[src/rtl/add_multi.sv]
// add_multi: multi-channel signed accumulator with per-sample channel select.
// Saturating arithmetic when ADD_MULTI_SAT_EN is defined, otherwise wraps.
module add_multi #(
    parameter int DW  = 16,
    parameter int AW  = 20,
    parameter int NCH = 4,
    parameter int CW  = 8,
    localparam int CHW = $clog2(NCH)
) (
    input  logic                 clk,
    input  logic                 xrst,
    input  logic signed [DW-1:0] i_data,
    input  logic [CHW-1:0]       i_ch,
    input  logic                 i_val,
    input  logic                 i_init,
    input  logic                 i_last,
    output logic [AW-1:0]        o_data,
    output logic [CHW-1:0]       o_ch,
    output logic [CW-1:0]        o_cnt,
    output logic                 o_val,
    output logic                 o_ovf,
    output logic                 o_err,
    output logic [NCH-1:0]       o_active
);

    localparam logic [CHW:0] NCH_L = (CHW+1)'(NCH);

    logic signed [AW-1:0] acc   [NCH];
    logic signed [AW-1:0] acc_n [NCH];
    logic [CW-1:0]        cnt   [NCH];
    logic [CW-1:0]        cnt_n [NCH];
    logic [NCH-1:0]       active;
    logic [NCH-1:0]       active_n;

    logic                 in_rng;
    logic                 hit;
    logic                 fresh;
    logic [CHW-1:0]       sel;
    logic signed [AW-1:0] base_acc;
    logic [CW-1:0]        base_cnt;
    logic [CW-1:0]        cnt_nx;
    logic signed [AW-1:0] res;

`ifdef ADD_MULTI_SAT_EN
    localparam logic signed [AW-1:0] MAX_V = {1'b0, {(AW-1){1'b1}}};
    localparam logic signed [AW-1:0] MIN_V = {1'b1, {(AW-1){1'b0}}};

    logic [NCH-1:0]       ovf;
    logic [NCH-1:0]       ovf_n;
    logic signed [AW:0]   sum;
    logic                 ovf_now;
    logic                 ovf_nx;
`else
    logic signed [AW-1:0] sum;
`endif

    // Sum and count for the selected channel; an idle channel starts from zero
    always_comb begin
        in_rng   = ({1'b0, i_ch} < NCH_L);
        hit      = i_val & in_rng;
        sel      = in_rng ? i_ch : '0;
        fresh    = i_init | ~active[sel];
        base_acc = fresh ? '0 : acc[sel];
        base_cnt = fresh ? '0 : cnt[sel];
        cnt_nx   = (&base_cnt) ? base_cnt : base_cnt + 1'b1;
`ifdef ADD_MULTI_SAT_EN
        sum      = {base_acc[AW-1], base_acc} + (AW+1)'(i_data);
        ovf_now  = sum[AW] ^ sum[AW-1];
        ovf_nx   = ovf_now | (~fresh & ovf[sel]);
        if (ovf_now)
            res = sum[AW] ? MIN_V : MAX_V;
        else
            res = sum[AW-1:0];
`else
        sum      = base_acc + AW'(i_data);
        res      = sum;
`endif
    end

    // Next per-channel state: open/extend on a plain sample, clear on the last one
    always_comb begin
        acc_n    = acc;
        cnt_n    = cnt;
        active_n = active;
`ifdef ADD_MULTI_SAT_EN
        ovf_n    = ovf;
`endif
        if (hit) begin
            if (i_last) begin
                acc_n[sel]    = '0;
                cnt_n[sel]    = '0;
                active_n[sel] = 1'b0;
`ifdef ADD_MULTI_SAT_EN
                ovf_n[sel]    = 1'b0;
`endif
            end else begin
                acc_n[sel]    = res;
                cnt_n[sel]    = cnt_nx;
                active_n[sel] = 1'b1;
`ifdef ADD_MULTI_SAT_EN
                ovf_n[sel]    = ovf_nx;
`endif
            end
        end
    end

    // Channel state registers
    always_ff @(posedge clk or negedge xrst) begin
        if (!xrst) begin
            for (int k = 0; k < NCH; k++) begin
                acc[k] <= '0;
                cnt[k] <= '0;
            end
            active <= '0;
`ifdef ADD_MULTI_SAT_EN
            ovf    <= '0;
`endif
        end else begin
            acc    <= acc_n;
            cnt    <= cnt_n;
            active <= active_n;
`ifdef ADD_MULTI_SAT_EN
            ovf    <= ovf_n;
`endif
        end
    end

    // Result registers: strobes pulse, payload holds until the next result
    always_ff @(posedge clk or negedge xrst) begin
        if (!xrst) begin
            o_val  <= 1'b0;
            o_err  <= 1'b0;
            o_data <= '0;
            o_ch   <= '0;
            o_cnt  <= '0;
`ifdef ADD_MULTI_SAT_EN
            o_ovf  <= 1'b0;
`endif
        end else begin
            o_val <= hit & i_last;
            o_err <= i_val & ~in_rng;
            if (hit && i_last) begin
                o_data <= res;
                o_ch   <= i_ch;
                o_cnt  <= cnt_nx;
`ifdef ADD_MULTI_SAT_EN
                o_ovf  <= ovf_nx;
`endif
            end
        end
    end

`ifndef ADD_MULTI_SAT_EN
    assign o_ovf = 1'b0;
`endif

    assign o_active = active;

endmodule

[config.mk]
export PLATFORM = sky130hd
export DESIGN_NAME = add_multi
export DESIGN_NICKNAME = d
export VERILOG_FILES = /design/src/rtl/add_multi.sv
export SDC_FILE = /design/constraint.sdc
export NUM_CORES = 1
export LEC_CHECK = 0
export CAP_MARGIN = 10
export CORE_MARGIN = 4
export CORE_UTILIZATION = 50
export CTS_BUF_LIST = sky130_fd_sc_hd__clkbuf_2 sky130_fd_sc_hd__clkbuf_4 sky130_fd_sc_hd__clkbuf_8
export DETAILED_ROUTE_END_ITERATION = 6
export PLACE_DENSITY = 0.75
export SYNTH_ARGS = -nofsm -noshare
export SYNTH_HDL_FRONTEND = slang
export SYNTH_SLANG_ARGS = --single-unit
[constraint.sdc]
create_clock -name clk -period 4.8 [get_ports clk]
set_input_delay 0.72 -clock clk [delete_from_list [all_inputs] [get_ports clk]]
set_output_delay 0.72 -clock clk [all_outputs]
set_load 0.01 [all_outputs]
* Word-level counts from Yosys, hierarchy flattened
Cells that the tools add are included. Widths: inputs -> output; s select.
Cells by class: add/sub/neg operators 2, multipliers 0, divide/modulo/power cells 0, $lt $le $gt $ge 4, eq/ne operators 0, shift-type cells 0, muxes and demuxes 22, bitwise gates (word level) 11, reductions and logical operators 4
Operators with widths (number):
- $and 80x80->80 | 1
- $bwmux 80 | 1
- $mux 20 | 4
- $mux 80 | 1
- $not 80->80 | 1
- $bmux 20 s2 | 1
- $demux 20 s2 | 1
- $mux 8 | 5
- $and 32x32->32 | 1
- $bwmux 32 | 1
- $mux 32 | 1
- $not 32->32 | 1
- $add 20x16->20 | 1
- $bmux 8 s2 | 1
- $demux 8 s2 | 1
- $add 8x1->8 const B | 1
- $reduce_and 8->1 | 1
- $and 4x4->4 | 1
- $mux 4 | 1
- $not 4->4 | 1
- $or 4x4->4 | 1
- $ge 3x3->1 const B | 1
- $logic_and 1x1->1 | 3
- $lt 2x3->1 const B | 1
- other kinds (9) | 10
Word-level totals: flip-flop bits (word level) 147, bits in latches 0, RAM bits 0, ROM bits 0, input bits 23, output and inout bits 37, memories kept 0

* Longest topological paths before layout
depth after elaboration 9, depth in mapped cells 16

* Worst setup path before layout
No wires, ideal clock.
path type input-to-reg, start in i_ch[0], end reg o_data[16], arrival time 3.865 ns, data required time 4.675 ns, path slack 0.811 ns, stages 16, path through buf_6 -> mux4_2 -> nor2b_1 -> buf_2 -> clkbuf_1 -> and2_1 -> ha_1 -> inv_1 -> fa_1 -> nor2b_1 -> o2111ai_1 -> a2111oi_1 -> o21a_1 -> nor3_1 -> xnor2_1 -> mux2_2
Between the ends: word-level cells in the longest chain between the ends 6, elaborated cells between the ends (all ways) 10, classes of those cells add/sub (1); mux (6); bitwise (3)
RTL lines:
- start: declaration | RTL line 13 | input logic [CHW-1:0] i_ch,
- $not 2->3 (implied by the code) or $bmux 1 s2 (tied branches) | RTL line 63, 62
- $bmux 20 s2 or $mux 1 (tied branches) | RTL line 63, 62
- $mux 20 (implied by the code) or $not 1->1 (tied branches) | RTL line 63, 62
- $mux 20 (implied by the code) or $or 1x1->1 (tied branches) | RTL line 63, 62
- $mux 20 * | RTL line 63 | base_acc = fresh ? '0 : acc[sel];
- $add 20x16->20 * | RTL line 75 | sum = base_acc + AW'(i_data);
- end signal: assignment | RTL line 143 | o_data <= res;
- end: declaration | RTL line 17 | output logic [AW-1:0] o_data,
Every way passes the cells marked *; elsewhere a longest branch is shown, timed or not. The select of a mux whose other input is x is not followed. A chain may end at the register's enable or synchronous reset.

* Worst setup path after layout
start in i_ch[1], end reg o_data[18]
The elaborated chain is that of the path after synthesis.

==> metrics.txt <==
# TYPE chip_impl_metric gauge
chip_impl_metric{name="final_layout_size_suffix_gt1_share",unit="%"} 14.7
chip_impl_metric{name="static-leakage-power",unit="uW"} 0.00375
chip_impl_info{name="hp-class",value="primary input to async pin"} 1
chip_impl_metric{name="dp.final_hpwl",unit="um"} 12200
chip_impl_info{name="mostFrequentLayoutCell",value="sky130_fd_sc_hd__dfrtp_1"} 1
chip_impl_metric{name="synth.cell_area",unit="sq um"} 7340
chip_impl_metric{name="boundaryPins",unit=""} 60
chip_impl_metric{name="tritoncts.num_buffers",unit=""} 17
chip_impl_metric{name="cap_viol_max_count",unit=""} 0
chip_impl_metric{name="route.detailed.wl_per_inst",unit="um"} 19.2
chip_impl_metric{name="worst_ep_required_time",unit="ns"} 5.20
chip_impl_metric{name="antenna_found_initial",unit=""} 0
chip_impl_metric{name="drtIter0Drc",unit=""} 499
chip_impl_info{name="most-common-layout-cells",value="sky130_fd_sc_hd__dfrtp_1, sky130_fd_sc_hd__nand2_1, sky130_fd_sc_hd__o21ai_0"} 1
chip_impl_metric{name="report.final.slew_viol_count",unit=""} 0
chip_impl_metric{name="syn_area_per_cell",unit="sq um"} 10.6
chip_impl_metric{name="antenna_cells",unit=""} 0
chip_impl_metric{name="finalClockSkew",unit="ns"} 0.0115
chip_impl_metric{name="numClockSinks",unit=""} 147
chip_impl_metric{name="critical_path.max_stage_delay",unit="ns"} 0.50
chip_impl_metric{name="grt-ovfl-total",unit=""} 0
chip_impl_metric{name="maximum_number_of_pins_on_one_net_before_global_route_repair",unit=""} 109
chip_impl_metric{name="yosys.area.top_type_share",unit="%"} 50.1
chip_impl_metric{name="floorplan.core_area",unit="sq um"} 14500
chip_impl_metric{name="detail-route-antenna-nets",unit=""} 0
chip_impl_metric{name="postCtsHoldBufs",unit=""} 0
chip_impl_metric{name="ys_types",unit=""} 51
chip_impl_metric{name="clkSlewWorstSetupHoldPaths",unit="ns"} 0.08
chip_impl_metric{name="seq_area_frac_synth",unit="%"} 50.1
chip_impl_info{name="criticalPathCategory",value="primary input to register"} 1
chip_impl_metric{name="port_buffers",unit=""} 57
chip_impl_metric{name="via_count",unit=""} 5542
chip_impl_metric{name="timing.critical_path.arrival",unit="ns"} 4.45
chip_impl_metric{name="cell_area_after_placement",unit="sq um"} 8060
chip_impl_metric{name="grt_pass1_vias",unit=""} 5596
chip_impl_metric{name="grtUsageTotal",unit="%"} 22.6
chip_impl_metric{name="final_tns_setup",unit="ns"} 0
chip_impl_info{name="unrepaired_setup_endpoints_after_global_routing",value="no"} 1
chip_impl_metric{name="grt_first_pass_wirelength",unit="um"} 29200
chip_impl_info{name="clockRootBuffer",value="sky130_fd_sc_hd__clkbuf_8"} 1
chip_impl_info{name="slowest_stage",value="sky130_fd_sc_hd__clkdlybuf4s50_1"} 1
chip_impl_metric{name="timing_worst_slew_pin_value",unit="ns"} 0.989
chip_impl_info{name="yosys.area.top_type",value="sky130_fd_sc_hd__dfrtp_1"} 1
chip_impl_metric{name="max-slew-margin-rel",unit="%"} 34.1
chip_impl_metric{name="clk_latency",unit="ns"} 0.46
chip_impl_metric{name="cts.repair.resized",unit=""} 0
chip_impl_metric{name="synth.yosys.warnings",unit=""} 0
chip_impl_metric{name="syn_to_final_growth",unit="%"} 15.3
chip_impl_info{name="outcome",value="complete, no violations"} 1
chip_impl_metric{name="final.period_utilization",unit="%"} 84.3
chip_impl_info{name="cp_cell_sequence",value="clkdlybuf4s50_1 > buf_4 > mux4_2 > and2_1 > ha_1 > inv_1 > fa_1 > nor2b_1 > o2111ai_1 > a2111oi_1 > buf_4 > o21a_1 > nor2_1 > xnor2_1 > mux2_2"} 1
chip_impl_metric{name="routed_via_density",unit=""} 5.94
chip_impl_metric{name="remaining_drc_errors",unit=""} 0
chip_impl_metric{name="postCtsSetupRepairBufs",unit=""} 0
chip_impl_metric{name="vdd_drop_max",unit="mV"} 0.200
chip_impl_metric{name="reg2regPathDepth",unit=""} 12
chip_impl_metric{name="layout_min_cycle_time",unit="ns"} 4.05
chip_impl_metric{name="fin_nets",unit=""} 780
chip_impl_metric{name="netlist_instances",unit=""} 689
chip_impl_info{name="critical_path.startpoint",value="i_ch[1]"} 1
chip_impl_metric{name="fp.dieW",unit="um"} 129
chip_impl_metric{name="std_cell_rows",unit=""} 44
chip_impl_metric{name="die-height",unit="um"} 129
chip_impl_metric{name="floorplan.initialDensity",unit="%"} 50.7
chip_impl_metric{name="power.density",unit="nW/um^2"} 361
chip_impl_metric{name="clk_path_buf_depth",unit=""} 2
chip_impl_info{name="worst_setup_path_start_kind",value="primary input"} 1
chip_impl_info{name="worst_path_most_repeated_cell",value="sky130_fd_sc_hd__buf_4"} 1
chip_impl_info{name="cts_tree",value="built"} 1
chip_impl_metric{name="ys_ff_latch",unit=""} 147
chip_impl_metric{name="finalSetupViolCount",unit=""} 0
chip_impl_metric{name="maximum_net_fanout_on_the_critical_path",unit=""} 35
chip_impl_metric{name="die_area",unit="sq um"} 16700
chip_impl_info{name="critPathCaptureType",value="register"} 1
chip_impl_metric{name="detailedRoute.firstPassIterationCount",unit=""} 6
chip_impl_metric{name="fin_area",unit="sq um"} 8460
chip_impl_metric{name="final-hold-violation-count",unit=""} 0
chip_impl_metric{name="routabilityCongestion",unit=""} 0.927
chip_impl_metric{name="clock_tree.htree_level_count",unit=""} 4
chip_impl_info{name="ys_top_cells_by_area",value="sky130_fd_sc_hd__dfrtp_1, sky130_fd_sc_hd__mux4_2, sky130_fd_sc_hd__nand2_1"} 1
chip_impl_metric{name="timing.fmax",unit="GHz"} 0.247
chip_impl_metric{name="totalWireLength",unit="um"} 17900
[synth_stat cells, drive strengths merged]
cell type,n
a21boi,1
buf,10
o211ai,2
nor3,5
a41o,1
inv,6
nand3b,3
a211o,1
clkbuf,37
or3,2
o21bai,1
nand4b,1
conb,1
ha,20
mux4,28
or3b,1
o31ai,27
a211oi,3
a21oi,14
mux2i,4
a22o,24
nor2b,5
o21a,4
o21ai,87
or2,9
nor2,17
a31o,1
a41oi,3
nand2b,7
mux2,11
and3,3
dfrtp,147
xor2,8
o2111ai,2
fa,1
a31oi,4
and2,22
nand3,8
a2111oi,1
a21o,5
xnor2,12
nand2,140
[registers in the layout, indices dropped and copies added, names as in the netlist, named ones only]
| register | cells |
|---|---|
| acc | 80 |
| cnt | 32 |
| o_data | 20 |
| o_cnt | 8 |
| o_ch | 2 |
| o_val | 1 |
[report_power, final]
part           internal, uW  leakage (uW)  switching (uW)  total, uW
combinational           287       0.00163             308        596
sequential             1400       0.00193            87.2       1490
clock                   486      0.000189             484        969
[metal layers]
metal	wire [um]	share of wire, %	global-route usage, %
met4	256	1.4	6.79
met5	0	0	0
met1	8190	46	32.1
met2	8380	47	35.0
met3	1100	6.1	5.07
[area by class of cell]
cell class | count | area [sq um]
sequential | 147 | 3680
clock buffer | 19 | 262
fill | 1185 | 6020
clock inverter | 13 | 135
timing repair buffer | 74 | 694
multi-input combinational | 490 | 3440
tap | 184 | 230
inverter | 6 | 22.5
[through the flow]
stage               total power, uW  std cells  setup slack [ns]  hold WS, ns  util, %
floorplan                      1840        690             0.811        0.424        -
global placement               2080        901             0.409        0.456     55.7
detailed placement             2100        901             0.294        0.466     55.7
CTS                            3060        933             0.759        0.430     58.4
global route                   3200        933             0.502        0.453     58.4
finish                         3050        933             0.752        0.365     58.4
[worst max-delay path: cells and delay by family]
family                     cells  cell delay [ns]
xor gates and xnor gates       1             0.38
AOI/OAI and AO/OA              3             0.65
adders and majority gates      2             0.57
and+or+nand+nor                3             0.35
buffers and inverters          4             1.21
muxes                          2             0.53
[logic make-up (layout without fill, tap and decap cells)]
logic type	count (synthesis)	in the layout	synth area share (%)
other cells	1	2	0.0511
buf+inv	53	112	3.09
mux	43	43	10.8
xor+xnor	20	20	2.49
fa+ha+maj	21	21	3.68
compound gates	181	181	15.9
flops	147	147	50.1
simple gates	223	223	13.8
[worst paths after layout]
path                               to  slack, ns
hold reg to reg               acc[61]       0.48
setup reg to reg              acc[35]       1.13
min in group clk              acc[61]       0.48
setup / recovery           o_data[18]       0.75
hold / removal                cnt[13]       0.36
max in group asynchronous   o_data[1]       3.36
No activity file was read; power rests on OpenSTA's default activity.
